==> config.mk <==
export PLATFORM = sky130hd
export DESIGN_NAME = modmul_arbiter
export DESIGN_NICKNAME = d
export VERILOG_FILES = /design/src/rtl/modmul_arbiter.sv
export SDC_FILE = /design/constraint.sdc
export NUM_CORES = 1
export LEC_CHECK = 0
export CORE_AREA = 2 2 599 601
export DETAILED_ROUTE_END_ITERATION = 8
export DIE_AREA = 0 0 601 603
export HOLD_SLACK_MARGIN = 0.15
export REMOVE_ABC_BUFFERS = 1
export SLEW_MARGIN = 0
export SYNTH_ARGS = -nofsm -noshare
export SYNTH_HDL_FRONTEND = slang
export SYNTH_SLANG_ARGS = --single-unit
==> constraint.sdc <==
create_clock -name clk -period 20.8 [get_ports clk]
set_input_delay 6.24 -clock clk [delete_from_list [all_inputs] [get_ports clk]]
set_output_delay 6.24 -clock clk [all_outputs]
set_load 0.01 [all_outputs]
==> src/rtl/modmul_arbiter.sv <==
// rtl/modmul_arbiter.sv - round-robin arbiter sharing one ModMul unit among NREQ requesters
// Grants one requester at a time, runs the ModMul with a timeout, and returns the result to the owner.
module modmul_arbiter #(
    parameter int WIDTH   = 128,
    parameter int NREQ    = 4,
    parameter int TIMEOUT = 1024
) (
    input  logic                  clk,
    input  logic                  reset,
    input  logic [NREQ-1:0]       req,
    input  logic [NREQ*WIDTH-1:0] req_a,
    input  logic [NREQ*WIDTH-1:0] req_b,
    output logic [NREQ-1:0]       ack,
    output logic [NREQ-1:0]       rsp_valid,
    output logic                  rsp_err,
    output logic [WIDTH-1:0]      rsp_r,
    output logic                  busy,
    output logic [WIDTH-1:0]      mm_a,
    output logic [WIDTH-1:0]      mm_b,
    output logic                  mm_enable,
    input  logic [WIDTH-1:0]      mm_r,
    input  logic                  mm_done
);

    localparam int IW = (NREQ > 1) ? $clog2(NREQ) : 1;
    localparam int CW = (TIMEOUT > 1) ? $clog2(TIMEOUT) : 1;

    typedef enum logic [1:0] {S_IDLE, S_RUN, S_RESP} state_t;

    state_t            r_state;
    logic [IW-1:0]     r_owner;
    logic [CW-1:0]     r_cnt;
    logic [NREQ-1:0]   r_ack;
    logic [NREQ-1:0]   r_rsp_valid;
    logic              r_rsp_err;
    logic [WIDTH-1:0]  r_rsp_r;
    logic              r_busy;
    logic [WIDTH-1:0]  r_mm_a;
    logic [WIDTH-1:0]  r_mm_b;
    logic              r_mm_en;

    logic              w_found;
    logic [IW-1:0]     w_grant;
    int                w_idx;
    logic [WIDTH-1:0]  w_sel_a;
    logic [WIDTH-1:0]  w_sel_b;

    // r_owner doubles as the last owner, so the search starts one past it
    always_comb begin
        w_found = 1'b0;
        w_grant = r_owner;
        w_idx   = 0;
        for (int k = 1; k <= NREQ; k++) begin
            w_idx = (int'(r_owner) + k) % NREQ;
            if (!w_found && req[w_idx[IW-1:0]]) begin
                w_found = 1'b1;
                w_grant = w_idx[IW-1:0];
            end
        end
    end

    assign w_sel_a = req_a[int'(w_grant)*WIDTH +: WIDTH];
    assign w_sel_b = req_b[int'(w_grant)*WIDTH +: WIDTH];

    always_ff @(posedge clk or posedge reset) begin
        if (reset) begin
            r_state     <= S_IDLE;
            r_owner     <= IW'(NREQ - 1);
            r_cnt       <= '0;
            r_ack       <= '0;
            r_rsp_valid <= '0;
            r_rsp_err   <= 1'b0;
            r_rsp_r     <= '0;
            r_busy      <= 1'b0;
            r_mm_a      <= '0;
            r_mm_b      <= '0;
            r_mm_en     <= 1'b0;
        end else begin
            r_ack       <= '0;
            r_rsp_valid <= '0;
            case (r_state)
                S_IDLE: begin
                    if (w_found) begin
                        r_owner <= w_grant;
                        r_mm_a  <= w_sel_a;
                        r_mm_b  <= w_sel_b;
                        r_ack   <= NREQ'(1) << w_grant;
                        r_cnt   <= '0;
                        r_mm_en <= 1'b1;
                        r_busy  <= 1'b1;
                        r_state <= S_RUN;
                    end
                end
                S_RUN: begin
                    // completion takes precedence over an expiring timeout on the same edge
                    if (mm_done) begin
                        r_rsp_r     <= mm_r;
                        r_rsp_valid <= NREQ'(1) << r_owner;
                        r_rsp_err   <= 1'b0;
                        r_mm_en     <= 1'b0;
                        r_state     <= S_RESP;
                    end else if (r_cnt == CW'(TIMEOUT - 1)) begin
                        r_rsp_r     <= '0;
                        r_rsp_valid <= NREQ'(1) << r_owner;
                        r_rsp_err   <= 1'b1;
                        r_mm_en     <= 1'b0;
                        r_state     <= S_RESP;
                    end else begin
                        r_cnt <= r_cnt + CW'(1);
                    end
                end
                S_RESP: begin
                    r_rsp_err <= 1'b0;
                    r_busy    <= 1'b0;
                    r_state   <= S_IDLE;
                end
                default: r_state <= S_IDLE;
            endcase
        end
    end

    assign ack       = r_ack;
    assign rsp_valid = r_rsp_valid;
    assign rsp_err   = r_rsp_err;
    assign rsp_r     = r_rsp_r;
    assign busy      = r_busy;
    assign mm_a      = r_mm_a;
    assign mm_b      = r_mm_b;
    assign mm_enable = r_mm_en;

endmodule

==> flow_metrics.env, run 1 <==
export IMPL_status="completed"
export IMPL_die_w_microns=601
export IMPL_instances_no_fill=8481
export IMPL_cts_root_buf="clkbuf_16"
export IMPL_cpPeakStageDelay_ns=0.90
export IMPL_final_fill_count=40600
export IMPL_worst_path_max_fanout=95
export IMPL_yosysTopAreaCellShare_pct=48.4
export IMPL_htree_levels=3
export IMPL_hp_class="flip-flop to flip-flop"
export IMPL_place_inst=8293
export IMPL_synth_seq_cells=409
export IMPL_synth_edf_count=0
export IMPL_slowest_stage="buf_4"
export IMPL_skew_ns=0.0763
export IMPL_io_buffers=1553
export IMPL_grt_pass1_vias=26300
export IMPL_area_growth_pct=112
export IMPL_ant_nets=0
export IMPL_tightestPinTransition_ns=1.12
export IMPL_leakage_uw=0.0164
export IMPL_pwr_density_cell_mw_per_mm2=167
export IMPL_hold_viol_final=0
export IMPL_insertion_delay_ns=0.77
export IMPL_endpoint_kind="flip-flop"
export IMPL_initial_utilization_pct=5.92
export IMPL_timing_rr_end="mm_b[96]"
export IMPL_fmax_ghz=0.0936
export IMPL_reg2reg_depth=12
export IMPL_cp_common_cell="buf_4"
export IMPL_grt_usage_pct=13.6
export IMPL_yosysSeqAreaShare_pct=48.7
export IMPL_post_cts_setup_buffers=0
export IMPL_yosys_warnings=0
export IMPL_period_share_pct=51.3
export IMPL_slew_limit_headroom_pct=24.7
export IMPL_synth_main_ff_cell="dfrtp_1"
export IMPL_grt_pass1_wl_microns=316000
export IMPL_grt_max_degree=120
export IMPL_setup_violations=0
export IMPL_vdd_drop_max_mv=0.174
export IMPL_core_area_sq_mm=0.355
export IMPL_grt_setup_unrepaired="false"
export IMPL_cts_num_sinks=409
export IMPL_drive_gt1_share_pct=4.85
export IMPL_die_area_sq_mm=0.362
export IMPL_first_iter_violations=2660
export IMPL_cp_required_ns=21.43
export IMPL_vias_per_cell=3.20
export IMPL_combPwrFrac_pct=63.0
export IMPL_finalNetCount=4781
export IMPL_clock_path_buffers=4
export IMPL_syn_inst=2167
export IMPL_slew_violations=0
export IMPL_worstSetupPathType="primary input to flip-flop"
export IMPL_cts_made_buffers=73
export IMPL_rr_startpoint="r_owner[0]"
export IMPL_switching_share_pct=49.4
export IMPL_net_switching_power_uw=3680
export IMPL_cts_tree="built"
export IMPL_avgSynthCellArea_sq_um=9.71
export IMPL_synth_common_cells="dfrtp_1 (407), a211oi_1 (276), nand2_1 (275)"
export IMPL_rrSetupSlack_ns=14.86
export IMPL_power_internal_uw=3770
export IMPL_cpLargestDelayFamily="buffers and inverters"
export IMPL_syn_area_sq_mm=0.0210
export IMPL_p_total_uw=7450
export IMPL_dp_hpwl_microns=218000
export IMPL_antenna_found_initial=241
export IMPL_startpoint_type="primary input"
export IMPL_ys_types=39
export IMPL_cts_hold_buf=0
export IMPL_path_cells="clkdlybuf4s50_1 > mux4_2 > nor2b_1 > o21a_1 > o21ai_4 > nand2_4 > buf_4 > buf_4 > buf_4 > a211oi_1 > a211oi_1"
export IMPL_avgRoutedWirePerCell_microns=30.4
export IMPL_cp_arrival_ns=11.31
export IMPL_path_clk_slew_ns=0.06
export IMPL_pwr_share_seq_pct=20.3
export IMPL_yosys_area_top_type="dfrtp_1"
export IMPL_cp_startpoint="req[2]"
export IMPL_drt_first_pass_iters=7
export IMPL_ys_top_cells_by_area="dfrtp_1 (48%), a211oi_1 (9.9%), mux2i_1 (5.7%), a221o_1 (5.6%), a22o_1 (5.3%)"
export IMPL_fin_crit_ns=10.68
export IMPL_ys_async_sr_fraction_pct=100
export IMPL_vias=27100
export IMPL_row_count=219
export IMPL_synth_most_common_cell="dfrtp_1"
export IMPL_pwr_share_clk_pct=16.7
export IMPL_io_pins=1554
export IMPL_endpoint="mm_a[43]"
export IMPL_path_depth=11
export IMPL_max_cap_viol_count=0
export IMPL_die_h_microns=603
export IMPL_drc_errors=0
export IMPL_cts_resized=0
export IMPL_gp_congestion=0.998
export IMPL_wl_microns=258000
export IMPL_grt_overflow_total=0
export IMPL_worst_path_buf_inv=4
==> metal layers <==
layer / GRT usage, % / up-vias / part of all wire, %
met3: 6.78 / 509 / 12
met1: 15.8 / 13500 / 39
met2: 21.6 / 1798 / 45
li1: - / 11100 / -
met5: 0 / - / 0.37
met4: 4.44 / 148 / 3.6
==> placed cells by master (no fill, tap or decap), drive strengths merged, types with 11 or more instances in the layout <==
cell type,synthesis,routed
clkdlybuf4s50,0,1551
dfrtp,407,407
a211oi,276,276
nand2,275,275
nor2,151,151
a21oi,144,144
and3,141,141
a22o,128,128
o21ai,126,126
mux2i,120,120
a221o,118,118
clkbuf,147,96
diode,0,63
buf,72,43
clkinv,0,15
inv,7,11
==> area by class of cell <==
class / count / area (sq um) / share of cell area [%]
timing repair buffer: 1594 / 15900 / 35.7
sequential: 409 / 10200 / 23.0
multi-input combinational: 1532 / 9940 / 22.3
tap: 4751 / 5940 / 13.4
clock buffer: 96 / 2050 / 4.60
clock inverter: 29 / 289 / 0.649
antenna: 63 / 158 / 0.354
inverter: 7 / 33.8 / 0.0759
==> power groups by stage <==
stage               combinational, uW  clock, uW  sequential [uW]
finish                           4700       1250             1510
detailed placement               4770          0             1500
CTS                              4800       1300             1500
floorplan                        2380          0             1590
global placement                 4760          0             1500
global route                     4980       1320             1550
==> worst min path at each step <==
stage                   start        end  depth (start not counted)
finish               r_cnt[5]   r_cnt[5]                          1
global route        rsp_r[10]  rsp_r[10]                          1
CTS                  r_cnt[5]   r_cnt[5]                          1
detailed placement  rsp_r[35]  rsp_r[35]                          1
global placement    rsp_r[76]  rsp_r[76]                          1
floorplan            r_cnt[5]   r_cnt[5]                          1
==> stage by stage <==
stage                     worst slack [ns]  hold WS [ns]  area (sq um)  util (%)  setup TNS [ns]
final                                10.12         0.501         44500      12.5               0
after global routing                  9.86         0.517         44400      12.5               0
after CTS                            10.14         0.501         44400      12.5               0
after detailed placement              9.30         0.490         42000      11.8               0
after global placement                9.32         0.487         42000      11.8               0
after floorplan                      -5.73         0.461         20100         -         -916.18
==> kinds of logic (layout without fill, tap and decap cells) <==
logic type	count (synthesis)	after routing	share of synthesized area (%)
compound gates	804	804	27.7
xor+xnor	3	3	0.125
fa+ha+maj	5	5	0.297
buf+inv	226	1726	4.51
flops	409	409	48.7
mux	125	125	6.09
other cells	0	63	0
simple gates	595	595	12.6
==> worst reg2reg max path, cell delays in order, from the launching register on <==
cell	delay (ns)
dfstp_2	0.75
inv_1	0.14
ha_1	0.45
mux4_2	0.53
nor2b_1	0.17
nor2b_1	0.19
xnor2_2	0.14
buf_4	0.43
nand2_4	0.43
nor2_4	0.75
buf_4	0.72
buf_4	0.78
a221o_1	0.34
==> state kept, by name, summed over array words and instances, names as in the netlist <==
register and count:
rsp_r 128, r_state 2, mm_enable 1, busy 1, r_owner 2, r_cnt 10
mm_b 128, rsp_valid 4, ack 4, mm_a 128, rsp_err 1
Note: power is estimated with default switching activity, not from simulation.
==> run 2: changes to the inputs <==
clock period = 10.1 ns   (was 20.8 ns; I/O delays follow)
==> flow_metrics.env, run 2 (synthesis gave the netlist of run 1 again) <==
export IMPL_status="completed"
export IMPL_setup_violations=0
export IMPL_route_met3_wl_microns=29700
export IMPL_drt_first_pass_iters=5
export IMPL_path_clk_slew_ns=0.06
export IMPL_hp_class="flip-flop to flip-flop"
export IMPL_power_internal_uw=7840
export IMPL_highest_layer="met5"
export IMPL_cts_hold_buf=0
export IMPL_pre_cts_slack_ns=2.44
export IMPL_cp_required_ns=10.77
export IMPL_dr_wl_met2_microns=118000
export IMPL_dp_hpwl_microns=218000
export IMPL_reg2reg_depth=11
export IMPL_net_switching_power_uw=7630
export IMPL_grt_max_degree=121
export IMPL_die_h_microns=603
export IMPL_slew_limit_headroom_pct=30.9
export IMPL_grt_pass1_wl_microns=317000
export IMPL_cts_num_sinks=409
export IMPL_cts_tree="built"
export IMPL_vias_per_cell=3.19
export IMPL_max_cap_viol_count=0
export IMPL_row_count=219
export IMPL_core_area_sq_mm=0.355
export IMPL_rr_startpoint="r_owner[0]"
export IMPL_die_w_microns=601
export IMPL_die_area_sq_mm=0.362
export IMPL_wl_microns=259000
export IMPL_hold_viol_final=0
export IMPL_pwr_share_seq_pct=20.0
export IMPL_drive_gt1_share_pct=4.67
export IMPL_clock_path_buffers=4
export IMPL_fin_util_pct=12.6
export IMPL_insertion_delay_ns=0.79
export IMPL_io_pins=1554
export IMPL_vias=27100
export IMPL_slew_violations=0
export IMPL_final_fill_count=40600
export IMPL_gp_congestion=0.995
export IMPL_cp_arrival_ns=7.46
export IMPL_endpoint="mm_b[79]"
export IMPL_period_share_pct=67.3
export IMPL_finalNetCount=4777
export IMPL_post_cts_setup_buffers=0
export IMPL_layout_commonest_cell="clkdlybuf4s50_1"
export IMPL_layout_common_cells="clkdlybuf4s50_1 (1,551), dfrtp_1 (407), a211oi_1 (275)"
export IMPL_timing_rr_end="mm_b[79]"
export IMPL_worst_path_max_fanout=85
export IMPL_grt_overflow_total=0
export IMPL_io_buffers=1553
export IMPL_switching_share_pct=49.3
export IMPL_endpoint_kind="flip-flop"
export IMPL_worst_slack_ns=3.31
export IMPL_antenna_found_initial=226
export IMPL_startpoint_type="primary input"
export IMPL_combPwrFrac_pct=63.2
export IMPL_avgRoutedWirePerCell_microns=30.5
export IMPL_fmax_ghz=0.147
export IMPL_ant_nets=0
export IMPL_vdd_drop_max_mv=0.326
export IMPL_tightestPinTransition_ns=1.04
export IMPL_initial_utilization_pct=5.92
export IMPL_fin_crit_ns=6.79
export IMPL_pwr_density_cell_mw_per_mm2=347
export IMPL_grt_setup_unrepaired="false"
export IMPL_cp_startpoint="req[2]"
export IMPL_m1WireLength_microns=102000
export IMPL_area_growth_pct=112
export IMPL_first_iter_violations=2584
export IMPL_rrSetupSlack_ns=5.12
export IMPL_grt_pass1_vias=25900
export IMPL_skew_ns=0.0868
export IMPL_cts_root_buf="clkbuf_16"
export IMPL_cts_made_buffers=72
export IMPL_worstSetupPathType="primary input to flip-flop"
export IMPL_htree_levels=3
export IMPL_cts_resized=0
export IMPL_grt_usage_pct=13.6
export IMPL_leakage_uw=0.0165
export IMPL_drc_errors=0
export IMPL_pwr_share_clk_pct=16.8
[run 2: cell types whose count changed in the layout (fill, tap and decap cells not counted)]
cell	before	now
clkbuf_1	12	15
clkinvlp_4	7	5
buf_4	41	30
clkbuf_16	75	72
clkinv_8	2	1
buf_12	2	10
clkinv_4	3	1
clkbuf_8	9	14
diode_2	63	78
clkinv_2	10	7
bufinv_16	3	5
inv_8	2	1
inv_6	3	4
[run 2: final cells by class]
cell class                 instances  area, sq um  share of cell area, %
tap                             4751         5940                   13.3
multi-input combinational       1532         9940                   22.3
antenna                           78          195                  0.437
clock buffer                     101         2050                   4.59
sequential                       409        10200                   22.9
clock inverter                    23          283                  0.634
inverter                           7         33.8                 0.0757
timing repair buffer            1591        16000                   35.7
[run 2: power groups by stage]
stage                     registers, uW  clock network, uW  logic [uW]
final                              3090               2600        9770
after detailed placement           3070                  0        9960
after floorplan                    3260                  0        4380
after global routing               3180               2750       10400
after CTS                          3080               2720       10000
after global placement             3080                  0        9920
[run 2: layer usage]
metal  GRT usage, %  vias to the layer above
met1           16.4                    13600
met3           5.80                      474
li1               -                    11100
met4           4.59                      130
met5              0                        -
met2           21.6                     1828
[run 2: worst max-delay path, stage by stage]
cell and delay (ns):
clkdlybuf4s50_1 0.68, nor2_1 0.10, a21oi_1 0.35, nor2b_4 0.53
buf_4 0.55, nand2_4 0.48, nor2_4 0.81, buf_12 0.45
a221o_1 0.25
[run 2: stage by stage]
step                      cell area [sq um]  total power, uW   TNS, ns  cells  hold slack [ns]
after floorplan                       20100             7650  -4623.64   1948            0.461
after global placement                42100            13000         0   8290            0.485
after detailed placement              42100            13000         0   8290            0.491
after CTS                             44400            15800         0   8414            0.507
after global routing                  44500            16300         0   8448            0.522
final                                 44600            15500         0   8492            0.503
[run 2: how the worst min path moves through the flow]
stage,startpoint,to,slack (ns),cells past startpoint
after floorplan,r_cnt[5],r_cnt[5],0.46,1
after global routing,rsp_r[45],rsp_r[45],0.52,1
final,rsp_r[84],rsp_r[84],0.50,1
after CTS,r_cnt[5],r_cnt[5],0.51,1
after detailed placement,rsp_r[114],rsp_r[114],0.49,1
after global placement,r_cnt[1],r_cnt[1],0.48,2
